<file path="config.mk">
export PLATFORM = sky130hd
export DESIGN_NAME = cpu_sequencer_flat
export DESIGN_NICKNAME = d
export VERILOG_FILES = /design/src/rtl/cpu_sequencer_if.sv /design/src/rtl/cpu_sequencer.sv /design/src/flat_wrapper.sv
export SDC_FILE = /design/constraint.sdc
export NUM_CORES = 1
export LEC_CHECK = 0
export BUFFER_PORTS_ARGS = -buffer_cell sky130_fd_sc_hd__buf_2
export CELL_PAD_IN_SITES_DETAIL_PLACEMENT = 0
export CELL_PAD_IN_SITES_GLOBAL_PLACEMENT = 2
export CORE_UTILIZATION = 26
export CTS_BUF_LIST = sky130_fd_sc_hd__clkbuf_8
export CTS_CLUSTER_SIZE = 16
export DETAILED_ROUTE_END_ITERATION = 6
export GPL_ROUTABILITY_DRIVEN = 1
export GPL_TIMING_DRIVEN = 0
export PLACE_DENSITY = 0.79
export SLEW_MARGIN = 40
export SYNTH_ARGS = -nofsm -noshare
export SYNTH_HDL_FRONTEND = slang
export SYNTH_SLANG_ARGS = --single-unit
</file>
<file path="constraint.sdc">
create_clock -name clk -period 1.6 [get_ports clk]
set_input_delay 0.32 -clock clk [delete_from_list [all_inputs] [get_ports clk]]
set_output_delay 0.32 -clock clk [all_outputs]
set_load 0.005 [all_outputs]
</file>
<file path="src/rtl/cpu_sequencer_if.sv">
// cpu_sequencer_if: ROM, decoder, ALU-flag and data-memory handshake bundle around the sequencer
interface cpu_sequencer_if #(
   parameter int PC_W  = 8,
   parameter int LIT_W = 8
);
   logic [6+LIT_W:0] instr_in;
   logic [PC_W-1:0]  pc;
   logic [6:0]       opcode;
   logic [LIT_W-1:0] literal;
   logic             dec_mem_read;
   logic             dec_mem_write;
   logic             dec_pc_load;
   logic             dec_flag_we;
   logic             alu_z;
   logic             alu_n;
   logic             alu_c;
   logic             alu_v;
   logic             flag_z;
   logic             flag_n;
   logic             flag_c;
   logic             flag_v;
   logic             mem_req;
   logic             mem_ack;
   logic             commit;
   modport master (
      input  instr_in, dec_mem_read, dec_mem_write, dec_pc_load, dec_flag_we,
             alu_z, alu_n, alu_c, alu_v, mem_ack,
      output pc, opcode, literal, flag_z, flag_n, flag_c, flag_v, mem_req, commit
   );
   modport slave (
      output instr_in, dec_mem_read, dec_mem_write, dec_pc_load, dec_flag_we,
             alu_z, alu_n, alu_c, alu_v, mem_ack,
      input  pc, opcode, literal, flag_z, flag_n, flag_c, flag_v, mem_req, commit
   );
endinterface

</file>
<file path="src/rtl/cpu_sequencer.sv">
// cpu_sequencer: multi-cycle fetch/execute sequencer owning PC, IR and flags; SEQ_RETIRE_CNT_EN adds a retired-instruction counter
module cpu_sequencer #(
   parameter int         PC_W     = 8,
   parameter int         LIT_W    = 8,
   parameter logic [6:0] HALT_OPC = 7'b1111111,
   parameter int         TIMEOUT  = 15
) (
   input  logic                 clk,
   input  logic                 rst_n,
   input  logic                 run,
   cpu_sequencer_if.master      bus,
   output logic                 halted,
   output logic                 err_timeout,
   output logic [15:0]          instr_count
);
   typedef enum logic [2:0] {IDLE, FETCH, EXEC, MEM, HALT} state_t;
   state_t           state, nxt;
   logic [PC_W-1:0]  pc;
   logic [6+LIT_W:0] ir;
   logic [3:0]       flags;
   logic [7:0]       cnt, cnt_nxt;
   logic             commit, to_err, mem_req;
   assign bus.pc      = pc;
   assign bus.opcode  = ir[6+LIT_W:LIT_W];
   assign bus.literal = ir[LIT_W-1:0];
   assign bus.commit  = commit;
   assign bus.mem_req = mem_req;
   assign {bus.flag_z, bus.flag_n, bus.flag_c, bus.flag_v} = flags;
   assign halted      = state == HALT;
   // next state, commit pulse and memory-wait counter
   always_comb begin
      nxt     = state;
      commit  = 1'b0;
      to_err  = 1'b0;
      cnt_nxt = cnt;
      unique case (state)
         IDLE:  nxt = run ? FETCH : IDLE;
         FETCH: nxt = run ? EXEC : FETCH;
         EXEC:
            if (bus.opcode == HALT_OPC) nxt = HALT;
            else if (bus.dec_mem_read || bus.dec_mem_write) begin
               nxt     = MEM;
               cnt_nxt = 8'd0;
            end else begin
               commit = 1'b1;
               nxt    = FETCH;
            end
         MEM:
            if (bus.mem_ack) begin
               commit = 1'b1;
               nxt    = FETCH;
            end else if (cnt == 8'(TIMEOUT - 1)) begin
               nxt    = HALT;
               to_err = 1'b1;
            end else cnt_nxt = cnt + 8'd1;
         HALT:  nxt = HALT;
         default: nxt = IDLE;
      endcase
   end
   // state, IR, PC, flags and registered memory request
   always_ff @(posedge clk) begin
      if (!rst_n) begin
         state       <= IDLE;
         pc          <= '0;
         ir          <= '0;
         flags       <= '0;
         cnt         <= '0;
         mem_req     <= 1'b0;
         err_timeout <= 1'b0;
      end else begin
         state   <= nxt;
         cnt     <= cnt_nxt;
         mem_req <= nxt == MEM;
         if (state == FETCH && run) ir <= bus.instr_in;
         if (commit) pc <= bus.dec_pc_load ? PC_W'(bus.literal) : pc + 1'b1;
         if (commit && bus.dec_flag_we) flags <= {bus.alu_z, bus.alu_n, bus.alu_c, bus.alu_v};
         if (to_err) err_timeout <= 1'b1;
      end
   end
`ifdef SEQ_RETIRE_CNT_EN
   // saturating count of committed instructions
   always_ff @(posedge clk) begin
      if (!rst_n) instr_count <= '0;
      else if (commit && instr_count != 16'hFFFF) instr_count <= instr_count + 16'd1;
   end
`else
   assign instr_count = '0;
`endif
endmodule

</file>
<file path="src/flat_wrapper.sv">
// flat-port wrapper written by rule: the top's interface ports become plain ports
module cpu_sequencer_flat 
#(
   parameter int         PC_W     = 8,
   parameter int         LIT_W    = 8,
   parameter logic [6:0] HALT_OPC = 7'b1111111,
   parameter int         TIMEOUT  = 15
)
  (clk, rst_n, run, halted, err_timeout, instr_count, bus_instr_in, bus_dec_mem_read, bus_dec_mem_write, bus_dec_pc_load, bus_dec_flag_we, bus_alu_z, bus_alu_n, bus_alu_c, bus_alu_v, bus_mem_ack, bus_pc, bus_opcode, bus_literal, bus_flag_z, bus_flag_n, bus_flag_c, bus_flag_v, bus_mem_req, bus_commit);
  cpu_sequencer_if #(.PC_W(PC_W), .LIT_W(LIT_W)) bus_i ();
  input  logic clk;
  input  logic rst_n;
  input  logic run;
  output logic halted;
  output logic err_timeout;
  output logic [15:0] instr_count;
  input wire logic [$bits(bus_i.instr_in)-1:0] bus_instr_in;
  input wire logic [$bits(bus_i.dec_mem_read)-1:0] bus_dec_mem_read;
  input wire logic [$bits(bus_i.dec_mem_write)-1:0] bus_dec_mem_write;
  input wire logic [$bits(bus_i.dec_pc_load)-1:0] bus_dec_pc_load;
  input wire logic [$bits(bus_i.dec_flag_we)-1:0] bus_dec_flag_we;
  input wire logic [$bits(bus_i.alu_z)-1:0] bus_alu_z;
  input wire logic [$bits(bus_i.alu_n)-1:0] bus_alu_n;
  input wire logic [$bits(bus_i.alu_c)-1:0] bus_alu_c;
  input wire logic [$bits(bus_i.alu_v)-1:0] bus_alu_v;
  input wire logic [$bits(bus_i.mem_ack)-1:0] bus_mem_ack;
  output wire logic [$bits(bus_i.pc)-1:0] bus_pc;
  output wire logic [$bits(bus_i.opcode)-1:0] bus_opcode;
  output wire logic [$bits(bus_i.literal)-1:0] bus_literal;
  output wire logic [$bits(bus_i.flag_z)-1:0] bus_flag_z;
  output wire logic [$bits(bus_i.flag_n)-1:0] bus_flag_n;
  output wire logic [$bits(bus_i.flag_c)-1:0] bus_flag_c;
  output wire logic [$bits(bus_i.flag_v)-1:0] bus_flag_v;
  output wire logic [$bits(bus_i.mem_req)-1:0] bus_mem_req;
  output wire logic [$bits(bus_i.commit)-1:0] bus_commit;
  assign bus_i.instr_in = bus_instr_in;
  assign bus_i.dec_mem_read = bus_dec_mem_read;
  assign bus_i.dec_mem_write = bus_dec_mem_write;
  assign bus_i.dec_pc_load = bus_dec_pc_load;
  assign bus_i.dec_flag_we = bus_dec_flag_we;
  assign bus_i.alu_z = bus_alu_z;
  assign bus_i.alu_n = bus_alu_n;
  assign bus_i.alu_c = bus_alu_c;
  assign bus_i.alu_v = bus_alu_v;
  assign bus_i.mem_ack = bus_mem_ack;
  assign bus_pc = bus_i.pc;
  assign bus_opcode = bus_i.opcode;
  assign bus_literal = bus_i.literal;
  assign bus_flag_z = bus_i.flag_z;
  assign bus_flag_n = bus_i.flag_n;
  assign bus_flag_c = bus_i.flag_c;
  assign bus_flag_v = bus_i.flag_v;
  assign bus_mem_req = bus_i.mem_req;
  assign bus_commit = bus_i.commit;
  cpu_sequencer #(.PC_W(PC_W), .LIT_W(LIT_W), .HALT_OPC(HALT_OPC), .TIMEOUT(TIMEOUT)) u_core (.clk(clk), .rst_n(rst_n), .run(run), .bus(bus_i), .halted(halted), .err_timeout(err_timeout), .instr_count(instr_count));
endmodule
</file>
== Word level (Yosys, flattened, before mapping) ==
Index checks and enable logic that the tools add are counted.

* Bits in registers: 40
* Word-level logic and storage cells: 46

* Add/subtract/negate cells: 2
* Equal/unequal tests: 11
* Muxes and demuxes: 20
* Reduce and logical (&&, ||, !) cells: 6

{| class="wikitable"
|+ Operator list
! operator !! count
|-
| $mux 8 || 5
|-
| $add 8x1->8 const B || 2
|-
| $pmux 8 s2 || 1
|-
| $pmux 3 s5 || 1
|-
| $eq 3x2->1 const B || 3
|-
| $mux 3 || 3
|-
| $eq 8x4->1 const B || 1
|-
| $eq 7x7->1 const B || 1
|-
| $mux 1 || 7
|-
| $ne 2x2->1 const B || 3
|-
| $reduce_and 5->1 || 1
|-
| $mux 2 || 2
|-
| $eq 3x1->1 const B || 1
|-
| $eq 3x3->1 const B || 1
|-
| $logic_not 3->1 || 1
|-
| $logic_and 1x1->1 || 2
|-
| $ne 2x1->1 const B || 1
|-
| $pmux 1 s2 || 1
|-
| $reduce_bool 2->1 || 1
|-
| $logic_or 1x1->1 || 1
|}

== Logic depth before layout (Yosys ltp) ==
* Depth after elaboration: 5
* Gate-level depth with buffers: 7
* Depth with buffers taken out: 7

== Worst setup path before layout ==
OpenSTA, ideal clock, no wires.

* Path type: flip-flop to flip-flop
* Start: reg u_core.state[0]
* End: reg u_core.pc[5], in the netlist u_core.bus.pc[5]
* Setup time: 0.119 ns
* Arrival time: 1.535 ns
* Data required time: 1.481 ns
* Path slack: -0.053 ns
* Stages on the path, launching flop included: 7
* Cells stage by stage: dfxtp_1 -> buf_6 -> or3b_4 -> a41oi_4 -> a22oi_2 -> buf_6 -> o221a_1

* Longest elaborated chain between the ends: 2

{| class="wikitable"
|+ Ends and longest elaborated chain
! item !! line !! source
|-
| start, declared || cpu_sequencer.sv:17 || <nowiki>state_t state, nxt;</nowiki>
|-
| start signal, assigned || cpu_sequencer.sv:71 || <nowiki>state <= nxt;</nowiki>
|-
| $eq 3x2->1 || cpu_sequencer.sv:36 || <nowiki>unique case (state)</nowiki>
|-
| $pmux 1 s2 * || cpu_sequencer.sv:36 ||
|-
| end signal, assigned || cpu_sequencer.sv:75 || <nowiki>if (commit) pc <= bus.dec_pc_load ? PC_W'(bus.literal) : pc + 1'b1;</nowiki>
|-
| end, declared || cpu_sequencer.sv:18 || <nowiki>logic [PC_W-1:0] pc;</nowiki>
|}

Mark *: on every way between the ends. The rest lies on a longest branch, timed or not.
A chain may end at the register's enable or synchronous reset.

== Final worst setup path ==
* Start: reg u_core.state[0]
* End: out bus_commit

* Longest elaborated chain between the ends: 2

{| class="wikitable"
|+ Ends and longest elaborated chain
! item !! line !! source
|-
| $eq 3x2->1 || cpu_sequencer.sv:36 ||
|-
| $pmux 1 s2 * || cpu_sequencer.sv:36 ||
|-
| end, declared || flat_wrapper.sv:35 || <nowiki>output wire logic [$bits(bus_i.commit)-1:0] bus_commit;</nowiki>
|}

Marked as above.

==> flow_summary.json <==
{
  "outcome": "finished with violations",
  "violations_in_the_final_reports": "negative setup slack",
  "postPlaceCellArea_sq_mm": 0.00253,
  "crit_family": "simple AND/OR/NAND/NOR gates",
  "critical_path_class": "flop to primary output",
  "area_share_of_the_largest_cell_type_after_synthesis_pct": 38.8,
  "worstSkewPairLatency_ns": 0.28,
  "power.leakage_nw": 1.31,
  "timing.final.hold_violations": 0,
  "placed_cells": 420,
  "antenna_found_initial": 0,
  "avgSynthCellArea_sq_um": 8.35,
  "yosys.cell_types.count": 51,
  "fin_total_pwr_mw": 2.11,
  "detailedPlacementHpwl_um": 3870,
  "worstSetupStartpointType": "flop",
  "clk_pin_slew_worst_paths_ns": 0.07,
  "max_freq_mhz": 538,
  "synth.yosys.seq_area_share_pct": 38.8,
  "finClkSkew_ns": 0.00690,
  "timing.critical_path.arrival_ns": 1.54,
  "timing.critical_path.slowest_stage_cell": "or3b_4",
  "fin_tns_setup_ns": -1.56,
  "max_cap_viol_count": 0,
  "worst_hold_path_type": "input pin to flop",
  "crit_path_max_incr_delay_ns": 0.40,
  "worst-path-max-fanout": 2,
  "layout_setup_ws_ns": -0.258,
  "drt_pass1_iterations": 4,
  "rr_worst_depth": 7,
  "ctsHoldBuffers": 0,
  "drt_drc_violations_left": 0,
  "areaGrowthSynthToFinish_pct": 38.7,
  "num-fill-cells": 834,
  "hold_path_startpoint": "bus_instr_in[10]",
  "ctsRootBufferMaster": "clkbuf_8",
  "pin_count": 74,
  "first_iter_violations": 90,
  "worst_r2r_endpoint": "u_core.cnt[1]",
  "source_of_the_worst_register_to_register_timing_path": "u_core.state[0]",
  "synth_top_cell_by_area": "dfxtp_1",
  "initial_utilization_pct": 26.8,
  "place.gp.congestion": 0.771,
  "worst_hold_path.num_cells": 3,
  "worstPathCellList": "or3b_4, a41oi_4, a22oi_2, inv_2, buf_2",
  "stdcell_area_sq_mm": 0.00286,
  "critPathCaptureType": "primary output",
  "postRouteAntennaNets": 0,
  "cp_data_required_time_ns": 1.28,
  "numPortBuffers": 56,
  "grt_start_max_net_pins": 11,
  "routed_wirelength_um": 5450,
  "mostFrequentLayoutCell": "buf_2",
  "chipHeight_um": 91.1,
  "syn_area_sq_mm": 0.00206,
  "timing.final.max_slew_violations": 0,
  "width_of_the_chip_um": 91.1,
  "hold_end": "u_core.ir[10]",
  "net_count_of_the_finished_layout": 370,
  "vias": 1896,
  "power_density_over_the_cells_mw_per_mm2": 736,
  "synth_edf_count": 0,
  "seq_area_sq_um": 816,
  "cts_max_path_buffers": 2,
  "multi_input_area_sq_mm": 0.00121,
  "core.rowCount": 32,
  "synth.ff_latch_count": 40,
  "numCtsBuffers": 5,
  "vdd.ir_drop.worst_mv": 0.336,
  "fp.dieArea_sq_mm": 0.00830,
  "rsz_0062_raised_after_global_routing": "yes",
  "avgViaCountPerCell": 4.31,
  "layout_common_cells": "buf_2, nand2_1, dfxtp_1",
  "grt_pass1_wl_um": 8490,
  "core_area_sq_mm": 0.00769,
  "cts_max_level": 2,
  "wire_per_inst_um": 12.4,
  "final-instance-count-excl-fill": 440,
  "layout_worst_path_cycle_share_pct": 116,
  "drive_above_1_share_pct": 39.9,
  "async_reset_ff_share_pct": 0,
  "synth.top_cells.by_area": "dfxtp_1, nand2_1, a21boi_0",
  "grt_pass1_vias": 1741,
  "setup_viol": 16,
  "yosys_warn_count": 0,
  "global_route.overflow_total": 0,
  "cts_tree": "yes",
  "clock_sinks": 40,
  "gr-usage-all-layers_pct": 12.9,
  "ff2ff_setup_slack_ns": -0.19,
  "cp.buffers_inverters": 2,
  "n_antenna_cell": 0,
  "flip_flop_cell_with_the_highest_count_after_synthesis": "dfxtp_1",
  "synthCells": 247,
  "final_period_minus_worst_setup_slack_ns": 1.86
}
==> registers in the layout, indices dropped and copies added (netlist names) <==
name / flops
u_core.flags: 4
u_core.state: 3
u_core.ir: 15
u_core.err_timeout: 1
u_core.bus.mem_req: 1
u_core.bus.pc: 8
u_core.cnt: 8
==> routing by layer <==
metal,GRT usage (%),up-vias,share of wire (%)
li1,-,986,-
met4,1.98,0,0.28
met3,3.85,2,5.4
met2,21.0,45,47
met5,0,-,0
met1,17.2,863,48
==> timing repair <==
item,in CTS,in global routing
endpoints found under the setup margin,30,33
setup buffers,10,9
pin swaps,4,9
resized for setup,16,31
endpoints found under the hold margin,0,0
cloned,0,0
==> synth_stat cells (2+ instances only) <==
cell type,number
a21oi_2,2
nor2b_1,4
ha_1,3
clkbuf_1,7
nand2_1,56
xnor2_1,2
and2_1,3
nand2b_1,2
nor2_1,21
dfxtp_1,40
o21ai_0,7
mux2i_1,6
nand4_1,6
xor2_1,5
nand3_1,6
a21oi_1,5
buf_6,2
and3_1,2
buf_4,17
inv_1,3
a21boi_0,18
==> where the power goes <==
part	leakage (nW)	total [mW]	internal [mW]	switching, mW
Sequential	0.328	1.07	1.04	0.0332
Combinational	0.950	0.432	0.224	0.208
Clock	0.0359	0.605	0.282	0.323
Total	1.31	2.11	1.54	0.564
==> stage by stage <==
step	setup slack [ns]	hold WS, ns	util (%)
global placement	-0.269	0.443	33.0
CTS	-0.285	0.274	35.0
floorplan	-0.0169	0.454	-
finish	-0.258	0.276	37.2
detailed placement	-0.251	0.451	33.0
global route	-0.317	0.276	37.2
==> worst max path at each step <==
| stage | from | endpoint | slack (ns) | cells after the start |
|---|---|---|---|---|
| 5_1_grt | u_core.state[0] | bus_commit | -0.32 | 5 |
| 2_1_floorplan | u_core.state[0] | u_core.bus.pc[5] | -0.02 | 6 |
| 3_5_place_dp | u_core.state[0] | bus_commit | -0.25 | 6 |
| 4_1_cts | u_core.state[0] | bus_commit | -0.28 | 5 |
| 6_report | u_core.state[0] | bus_commit | -0.26 | 5 |
| 3_3_place_gp | u_core.state[0] | bus_commit | -0.27 | 6 |
==> final cells by class <==
cell class                 instances  area share, %
tap                              102           4.46
timing repair buffer              75           15.9
buffer                            23           5.86
multi-input combinational        191           42.4
sequential                        40           28.5
inverter                           4          0.525
clock buffer                       5           2.40
==> logic make-up after synthesis <==
group           share of synthesized area, %
other cells                            0.182
fa+ha+maj                               1.82
buf+inv                                 9.95
flops                                   38.8
simple gates                            26.0
xor+xnor                                2.97
mux                                     2.91
compound gates                          17.3
==> worst reg2reg max path: cells and delay by family (launching register included) <==
family	cells	cell delay (ns)
flip-flops	1	0.35
AO/OA/AOI/OAI	3	0.40
AND/OR/NAND/NOR	2	0.71
buffers and inverters	2	0.26
No activity file was read; power rests on OpenSTA's default activity.
